## config.mk

```make
export PLATFORM = sky130hd
export DESIGN_NAME = fifo_top
export DESIGN_NICKNAME = d
export VERILOG_FILES = /design/src/rtl/fifo_top.sv
export SDC_FILE = /design/constraint.sdc
export NUM_CORES = 1
export LEC_CHECK = 0
export CORE_MARGIN = 2
export CORE_UTILIZATION = 45
export DETAILED_ROUTE_END_ITERATION = 10
export PLACE_DENSITY_LB_ADDON = 0.05
export SLEW_MARGIN = 20
export SYNTH_ARGS = -nofsm -noshare
export SYNTH_HDL_FRONTEND = slang
export SYNTH_SLANG_ARGS = --single-unit
```

## constraint.sdc

```tcl
create_clock -name i_clk -period 3.2 [get_ports i_clk]
set_input_delay 0.64 -clock i_clk [delete_from_list [all_inputs] [get_ports i_clk]]
set_output_delay 0.64 -clock i_clk [all_outputs]
set_load 0.03 [all_outputs]
```

## src/rtl/fifo_top.sv

```systemverilog
// Single-clock FIFO with wrap-bit pointers, registered occupancy/threshold flags
// and sticky overflow/underflow error flags.
module fifo_top #(
    parameter int DATA_WIDTH      = 8,
    parameter int ADDR_WIDTH      = 4,
    parameter int DEPTH           = 1 << ADDR_WIDTH,
    parameter int ALMOST_FULL_TH  = DEPTH - 2,
    parameter int ALMOST_EMPTY_TH = 2
) (
    input  logic                  i_clk,
    input  logic                  i_rst,
    input  logic                  i_wr_en,
    input  logic [DATA_WIDTH-1:0] i_wdata,
    input  logic                  i_rd_en,
    output logic [DATA_WIDTH-1:0] o_rdata,
    output logic                  o_full,
    output logic                  o_empty,
    output logic                  o_almost_full,
    output logic                  o_almost_empty,
    output logic [ADDR_WIDTH:0]   o_count,
    output logic                  o_overflow,
    output logic                  o_underflow
);

    typedef logic [ADDR_WIDTH:0] ptr_t;

    localparam ptr_t FULL_CNT = ptr_t'(DEPTH);
    localparam ptr_t AF_TH    = ptr_t'(ALMOST_FULL_TH);
    localparam ptr_t AE_TH    = ptr_t'(ALMOST_EMPTY_TH);

    logic [DATA_WIDTH-1:0] mem [DEPTH];

    ptr_t wr_ptr, rd_ptr;
    ptr_t wr_ptr_nxt, rd_ptr_nxt, count_nxt;
    logic rd_acc, wr_acc;

    // A read frees a slot in the same cycle, so a full FIFO still takes a write alongside it.
    always_comb begin
        rd_acc     = i_rd_en && !o_empty;
        wr_acc     = i_wr_en && (!o_full || rd_acc);
        wr_ptr_nxt = wr_ptr + ptr_t'(wr_acc);
        rd_ptr_nxt = rd_ptr + ptr_t'(rd_acc);
        count_nxt  = wr_ptr_nxt - rd_ptr_nxt;
    end

    // Flags are derived from the post-edge pointers so they are registered, not combinational.
    always_ff @(posedge i_clk) begin
        if (i_rst) begin
            wr_ptr         <= '0;
            rd_ptr         <= '0;
            o_count        <= '0;
            o_empty        <= 1'b1;
            o_full         <= 1'b0;
            o_almost_empty <= 1'b1;
            o_almost_full  <= 1'b0;
            o_rdata        <= '0;
            o_overflow     <= 1'b0;
            o_underflow    <= 1'b0;
        end else begin
            wr_ptr         <= wr_ptr_nxt;
            rd_ptr         <= rd_ptr_nxt;
            o_count        <= count_nxt;
            o_empty        <= (count_nxt == '0);
            o_full         <= (count_nxt == FULL_CNT);
            o_almost_empty <= (count_nxt <= AE_TH);
            o_almost_full  <= (count_nxt >= AF_TH);
            if (rd_acc) begin
                o_rdata <= mem[rd_ptr[ADDR_WIDTH-1:0]];
            end
            if (i_wr_en && !wr_acc) begin
                o_overflow <= 1'b1;
            end
            if (i_rd_en && !rd_acc) begin
                o_underflow <= 1'b1;
            end
        end
    end

    // Storage is left unreset; only pointers decide what is valid.
    always_ff @(posedge i_clk) begin
        if (wr_acc && !i_rst) begin
            mem[wr_ptr[ADDR_WIDTH-1:0]] <= i_wdata;
        end
    end

endmodule

```

==> flow_summary.yaml, run 1 <==
place:
  place.detailed.instances: 568
  placement.io_buffers: 30
  hpwlAfterDp_um: 7840
  placed_cell_area_um2: 6800
  finalWeightedCongestion: 0.741
  dpl_worst_slack_ns: -0.145
yosys:
  yosys.area_share.simple_pct: 5.31
  most_common_cell_in_the_netlist: "sky130_fd_sc_hd__edfxtp_1"
  synth_compound_gate_area_share_pct: 4.34
  synthAdderAreaFrac_pct: 1.97
  yosysSeqAreaShare_pct: 72.7
  postSynthNetCount: 364
  yosys_warnings: 0
  syn_area_per_cell_um2: 17.7
  post_synth_main_area_contributors: "sky130_fd_sc_hd__edfxtp_1, sky130_fd_sc_hd__mux4_2, sky130_fd_sc_hd__dfxtp_1"
  synth_enable_flop_cells: 128
  synth_mux_area_share_pct: 11.8
  synth_top_cells_by_count: "sky130_fd_sc_hd__edfxtp_1, sky130_fd_sc_hd__nor2_1, sky130_fd_sc_hd__mux4_2"
  postSynthRegisterBits: 157
  synth_top_family_by_area: "multiplexers"
  ys_dominant_reg_cell: "sky130_fd_sc_hd__edfxtp_1"
  post-synth-top-area-cell: "sky130_fd_sc_hd__edfxtp_1"
  synthesis.instances: 343
  synth_top_area_share_pct: 63.2
  asyncSetResetFlopFracSynth_pct: 0
  synth.cell_area_um2: 6080
  yosys.cell_types.count: 34
  yosys.area_share.xor_xnor_pct: 1.97
clock_tree:
  clock-root-buffer: "sky130_fd_sc_hd__clkbuf_16"
  clock_tree_from_tritoncts: "built"
  post_cts_hold_buffer_count: 0
  ctsHtreeMaxLevel: 4
  cts-buffers-inserted: 17
  clock_path_buffers: 2
  clk_latency_ns: 0.42
  cts.reportedPaths.clkPinSlew_ns: 0.06
  cts.sink_count: 157
layout:
  area.growth.synth_to_final_pct: 21.0
  instances_no_fill: 600
  finish.net_count: 432
  multi_input_comb_area_um2: 1560
  drive_above_1_share_pct: 24.8
  fillCellCount: 1051
  diodes: 0
  postLayoutCoreUtil_pct: 55.6
  regArea_um2: 4430
  finish.instance_area_um2: 7360
floorplan:
  die_height_um: 120
  chipWidth_um: 120
  fp.coreArea_um2: 13200
  fp-row-count: 42
  die_area_um2: 14500
  io_pins: 31
  floorplan.initialDensity_pct: 45.9
sta:
  final.setup_skew_ns: 0.00879
  slew-limit-headroom_pct: 50.9
  fin_crit_ns: 2.93
  worst_pin_slew_ns: 0.735
  finalSetupViolCount: 0
  maxSlewViolCount: 0
  fin_setup_tns_ns: 0
  max_clock_freq_mhz: 341
  finalCritPeriodShare_pct: 91.6
  finalWorstSetupSlack_ns: 0.270
  finalHoldViolations: 0
  grt_setup_unrepaired: "no"
job:
  max-cap-violations: 0
route:
  routed_wl_um: 12200
  drt-pass1-iter-count: 4
  detailroute.via_count: 3141
  detailedRoute.firstIterationViolations: 283
  final_antenna_net_count: 0
  drc_violations: 0
  per_cell_via_count_in_the_routed_design: 5.24
  post_drt_wl_per_cell_um: 20.3
global_routing:
  maximum_number_of_pins_on_one_net_before_global_route_repair: 34
  grt_pass1_wl_um: 19000
  antenna_violations_before_repair: 0
  grt_use_total_pct: 18.6
  globalRoute.totalOverflow: 0
  via_count_of_the_first_global_routing_pass: 3200
min_path:
  worst_hold_path_type: "flip-flop to flip-flop"
power:
  ir_drop_uv: 447
  power.static_leakage_nw: 2.47
  power_density_nw_per_um2: 670
outcome:
  run_status: "completed"
setup_path:
  worstSetupPathType: "input pin to flip-flop"
  cp-start-kind: "input pin"
  worst_setup_path_end_kind: "flip-flop"
  worst_ep_arrival_time_ns: 3.25
  crit_required_ns: 3.52
  critical_path.max_fanout: 3
## path summary, 6_finish.rpt
path,startpoint,end,slack (ns),cells after the start
worst max-delay path,i_rd_en,o_almost_empty$_SDFF_PP1_,0.27,15
worst min-delay path,o_underflow$_SDFFE_PP0P_,o_underflow$_SDFFE_PP0P_,0.47,2
worst max register to register,o_empty$_SDFF_PP1_,o_almost_empty$_SDFF_PP1_,0.53,14
worst min register to register,o_underflow$_SDFFE_PP0P_,o_underflow$_SDFFE_PP0P_,0.47,2
## final cells by class
class	count	area share, %
Tap cell	176	2.99
Clock inverter	14	1.73
Inverter	7	0.357
Timing Repair Buffer	67	7.85
Clock buffer	18	5.83
Sequential cell	157	60.1
Multi-Input combinational cell	161	21.1
## metal layers
layer  vias to the layer above  wire length (um)  global-route usage [%]
li1                       1469                 -                       -
met1                      1579              5590                    25.7
met2                        79              5840                    28.9
met3                        14               636                    5.19
met4                         0               132                    6.03
met5                         -                 0                       0
## worst max-delay path: stages
cell and delay, ns:
sky130_fd_sc_hd__clkdlybuf4s50_1 0.42, sky130_fd_sc_hd__nand2b_1 0.12, sky130_fd_sc_hd__nand2_1 0.06, sky130_fd_sc_hd__nand2_1 0.10
sky130_fd_sc_hd__inv_1 0.05, sky130_fd_sc_hd__ha_1 0.20, sky130_fd_sc_hd__ha_1 0.30, sky130_fd_sc_hd__ha_1 0.27
sky130_fd_sc_hd__nor2b_1 0.13, sky130_fd_sc_hd__o21ai_0 0.15, sky130_fd_sc_hd__nand2b_1 0.14, sky130_fd_sc_hd__xnor2_2 0.16
sky130_fd_sc_hd__buf_4 0.14, sky130_fd_sc_hd__a32o_1 0.21, sky130_fd_sc_hd__a21o_1 0.17
## registers in the layout, indices dropped and copies added, names as in the netlist, 5 cells and up
signal	cells
rd_ptr	5
mem	128
o_count	5
o_rdata	8
wr_ptr	5
## layout by cell type, fill, tap and decap left out, types with 3 or more instances in the layout
cell                              synthesis  layout
sky130_fd_sc_hd__xor2_1                   5       5
sky130_fd_sc_hd__nand3_1                  3       3
sky130_fd_sc_hd__nand2b_1                 4       4
sky130_fd_sc_hd__a21oi_1                 17      17
sky130_fd_sc_hd__clkinv_2                 0       5
sky130_fd_sc_hd__nand2_1                  4       4
sky130_fd_sc_hd__buf_4                    1      37
sky130_fd_sc_hd__inv_1                    7       7
sky130_fd_sc_hd__nor2_1                  38      38
sky130_fd_sc_hd__clkinv_1                 0       3
sky130_fd_sc_hd__edfxtp_1               128     128
sky130_fd_sc_hd__a22oi_1                 16      16
sky130_fd_sc_hd__nor3_1                   4       4
sky130_fd_sc_hd__clkinvlp_4               0       3
sky130_fd_sc_hd__clkbuf_16                0      17
sky130_fd_sc_hd__dfxtp_1                 29      28
sky130_fd_sc_hd__mux4_2                  32      32
sky130_fd_sc_hd__ha_1                     8       8
sky130_fd_sc_hd__clkdlybuf4s50_1          0      30
sky130_fd_sc_hd__xnor2_1                  5       4
sky130_fd_sc_hd__nor2b_1                  5       5
## kinds of logic after synthesis
family,after synthesis
DFF,157
and+or+nand+nor,67
AOI/OAI and AO/OA,41
muxes,32
buffers and inverters,25
xor gates and xnor gates,12
adders and majority gates,9
## where the power goes
group	switching, mW	leakage (nW)	internal, mW
clock network	0.770	0.268	1.13
registers	0.0435	1.39	2.28
logic	0.379	0.807	0.329
## through the flow
step	power, mW	hold slack (ns)
final	4.94	0.466
after global routing	5.12	0.516
after CTS	4.97	0.471
after detailed placement	3.08	0.458
after global placement	3.07	0.449
after floorplan	2.78	0.485
## timing repair
action,4_1_cts,5_1_grt
setup buffers,0,0
resized for setup,0,1
endpoints found under the setup margin,0,1
Power figures use the tool's default switching activity.
==> run 2, diff against run 1 <==
Settings changed: REMOVE_ABC_BUFFERS set to 1.
==> run 2 against run 1 <==
  * Setup slack lost 0.011 ns
  * Non-clock buffer count decreased by 2
  * Die area stayed put
  * Largest cell class unchanged
==> flow_summary.yaml, run 2 (same netlist as run 1, synthesis figures left out) <==
clock_tree:
  ctsHtreeMaxLevel: 4
  post_cts_hold_buffer_count: 0
  clock_path_buffers: 2
  cts.reportedPaths.clkPinSlew_ns: 0.06
  postCtsSetupBuffers: 0
  clock-root-buffer: "sky130_fd_sc_hd__clkbuf_16"
  clk_latency_ns: 0.42
  clock_tree_from_tritoncts: "built"
  cts-buffers-inserted: 17
  cts.sink_count: 157
  cts_repair_resize_count: 0
layout:
  drive_above_1_share_pct: 24.2
  finish.instance_area_um2: 7390
  layout.cells.most_common: "sky130_fd_sc_hd__edfxtp_1"
  fillCellCount: 1068
  finish.net_count: 430
  largest_reg_flops: 128
  postLayoutCoreUtil_pct: 55.8
  most_frequent_cells_in_the_layout: "sky130_fd_sc_hd__edfxtp_1, sky130_fd_sc_hd__nor2_1, sky130_fd_sc_hd__buf_4"
  diodes: 0
  area.growth.synth_to_final_pct: 21.5
  instances_no_fill: 598
sta:
  worst_pin_slew_ns: 0.754
  finalHoldViolations: 0
  fin_crit_ns: 2.94
  final.setup_skew_ns: 0.00956
  finalCritPeriodShare_pct: 91.9
  max_clock_freq_mhz: 340
  grt_setup_unrepaired: "no"
  finalWorstSetupSlack_ns: 0.259
  slew-limit-headroom_pct: 49.5
  fin_setup_tns_ns: 0
  finalSetupViolCount: 0
  maxSlewViolCount: 0
place:
  finalWeightedCongestion: 0.731
  placement.io_buffers: 30
  hpwlAfterDp_um: 8060
  dpl_worst_slack_ns: -0.183
  place.detailed.instances: 566
  placed_cell_area_um2: 6780
power:
  ir_drop_uv: 667
  power.static_leakage_nw: 2.47
  power_density_nw_per_um2: 688
outcome:
  run_status: "completed"
floorplan:
  die_area_um2: 14500
  io_pins: 31
  die_height_um: 120
  floorplan.initialDensity_pct: 45.9
  fp.coreArea_um2: 13200
  fp-row-count: 42
  chipWidth_um: 120
setup_path:
  crit_slowest_cell: "sky130_fd_sc_hd__clkdlybuf4s50_1"
  worst_ep_arrival_time_ns: 3.26
  cp-start-kind: "input pin"
  path_delay_family: "simple AND/OR/NAND/NOR gates"
  critical-path-top-cell-by-count: "sky130_fd_sc_hd__ha_1"
  timing.critical_path.buf_inv: 2
  worst_setup_path_end_kind: "flip-flop"
  worstSetupPathType: "input pin to flip-flop"
  critical_path_cell_sequence: "clkdlybuf4s50_1 -> nand2b_1 -> nand2_1 -> nand2_1 -> inv_1 -> ha_1 -> ha_1 -> ha_1 -> nor2b_1 -> o21ai_0 -> nand2b_1 -> xnor2_1 -> nor2b_1 -> nor4bb_1"
  critical_path.max_fanout: 4
  cpPeakStageDelay_ns: 0.43
  crit_required_ns: 3.52
  regToRegSetupSlack_ns: 0.49
route:
  detailroute.via_count: 3201
  detailedRoute.firstIterationViolations: 282
  final_antenna_net_count: 0
  per_cell_via_count_in_the_routed_design: 5.35
  drt-pass1-iter-count: 4
  post_drt_wl_per_cell_um: 20.3
  drc_violations: 0
  routed_wl_um: 12100
global_routing:
  grt_use_met1_pct: 26.5
  grt_use_total_pct: 18.6
  globalRoute.totalOverflow: 0
  grt_util_met3_pct: 5.24
  maximum_number_of_pins_on_one_net_before_global_route_repair: 33
  grt_pass1_wl_um: 19200
  gr-max-usage-layer: "met2"
  antenna_violations_before_repair: 0
  via_count_of_the_first_global_routing_pass: 3291
  use_met2_pct: 28.1
job:
  max-cap-violations: 0
min_path:
  worst_hold_path_type: "flip-flop to flip-flop"
==> run 2: cell types whose count changed in the layout (fill, tap and decap cells not counted), sizes merged <==
cell	previous run	this run
clkinv	9	7
bufinv	2	4
buf	37	35
clkbuf	18	19
clkinvlp	3	2
==> run 2: routing by layer <==
layer | share of wire, % | up-vias
met5 | 0 | -
met4 | 0.87 | 0
met3 | 4.3 | 11
met2 | 48 | 69
met1 | 47 | 1645
li1 | - | 1476
==> run 2: where the power goes <==
group	internal [mW]	leakage [nW]	switching (mW)
Clock	1.29	0.292	0.756
Sequential	2.28	1.39	0.0445
Combinational	0.326	0.791	0.379
==> run 2: final cells by class <==
type                            count  area, um2  area share (%)
Clock buffer                       19        433            5.86
Clock inverter                     13        173            2.34
Inverter                            7       26.3           0.356
Multi-Input combinational cell    161       1550            20.9
Sequential cell                   157       4430            59.9
Tap cell                          176        220            2.98
Timing Repair Buffer               65        563            7.62
==> run 2: worst paths after layout <==
path	to	depth (start not counted)	from
worst max-delay path	o_full$_SDFF_PP0_	14	i_rd_en
worst min-delay path	o_overflow$_SDFFE_PP0P_	2	o_overflow$_SDFFE_PP0P_
worst max register to register	o_full$_SDFF_PP0_	13	o_empty$_SDFF_PP1_
worst min register to register	o_overflow$_SDFFE_PP0P_	2	o_overflow$_SDFFE_PP0P_
==> run 2: per-stage QoR <==
step                      hold WS [ns]  power [mW]
after CTS                        0.484        5.13
after global placement           0.451        3.08
final                            0.478        5.08
after floorplan                  0.485        2.77
after detailed placement         0.470        3.09
after global routing             0.513        5.31
==> run 2: worst register-to-register path: cells and delay by family (launching register included) <==
family,cells,cell delay (ns)
DFF,1,0.38
buffers and inverters,1,0.05
and+or+nand+nor,7,1.04
AOI/OAI and AO/OA,1,0.15
adders and majority gates,3,0.75
xor gates and xnor gates,1,0.26
==> run 3, diff against run 2 <==
Settings changed: CTS_CLUSTER_DIAMETER set to 80, HOLD_SLACK_MARGIN set to 0.12.
==> results of run 3 <==
The final DEF is identical to that of run 2; final timing and power are the same.
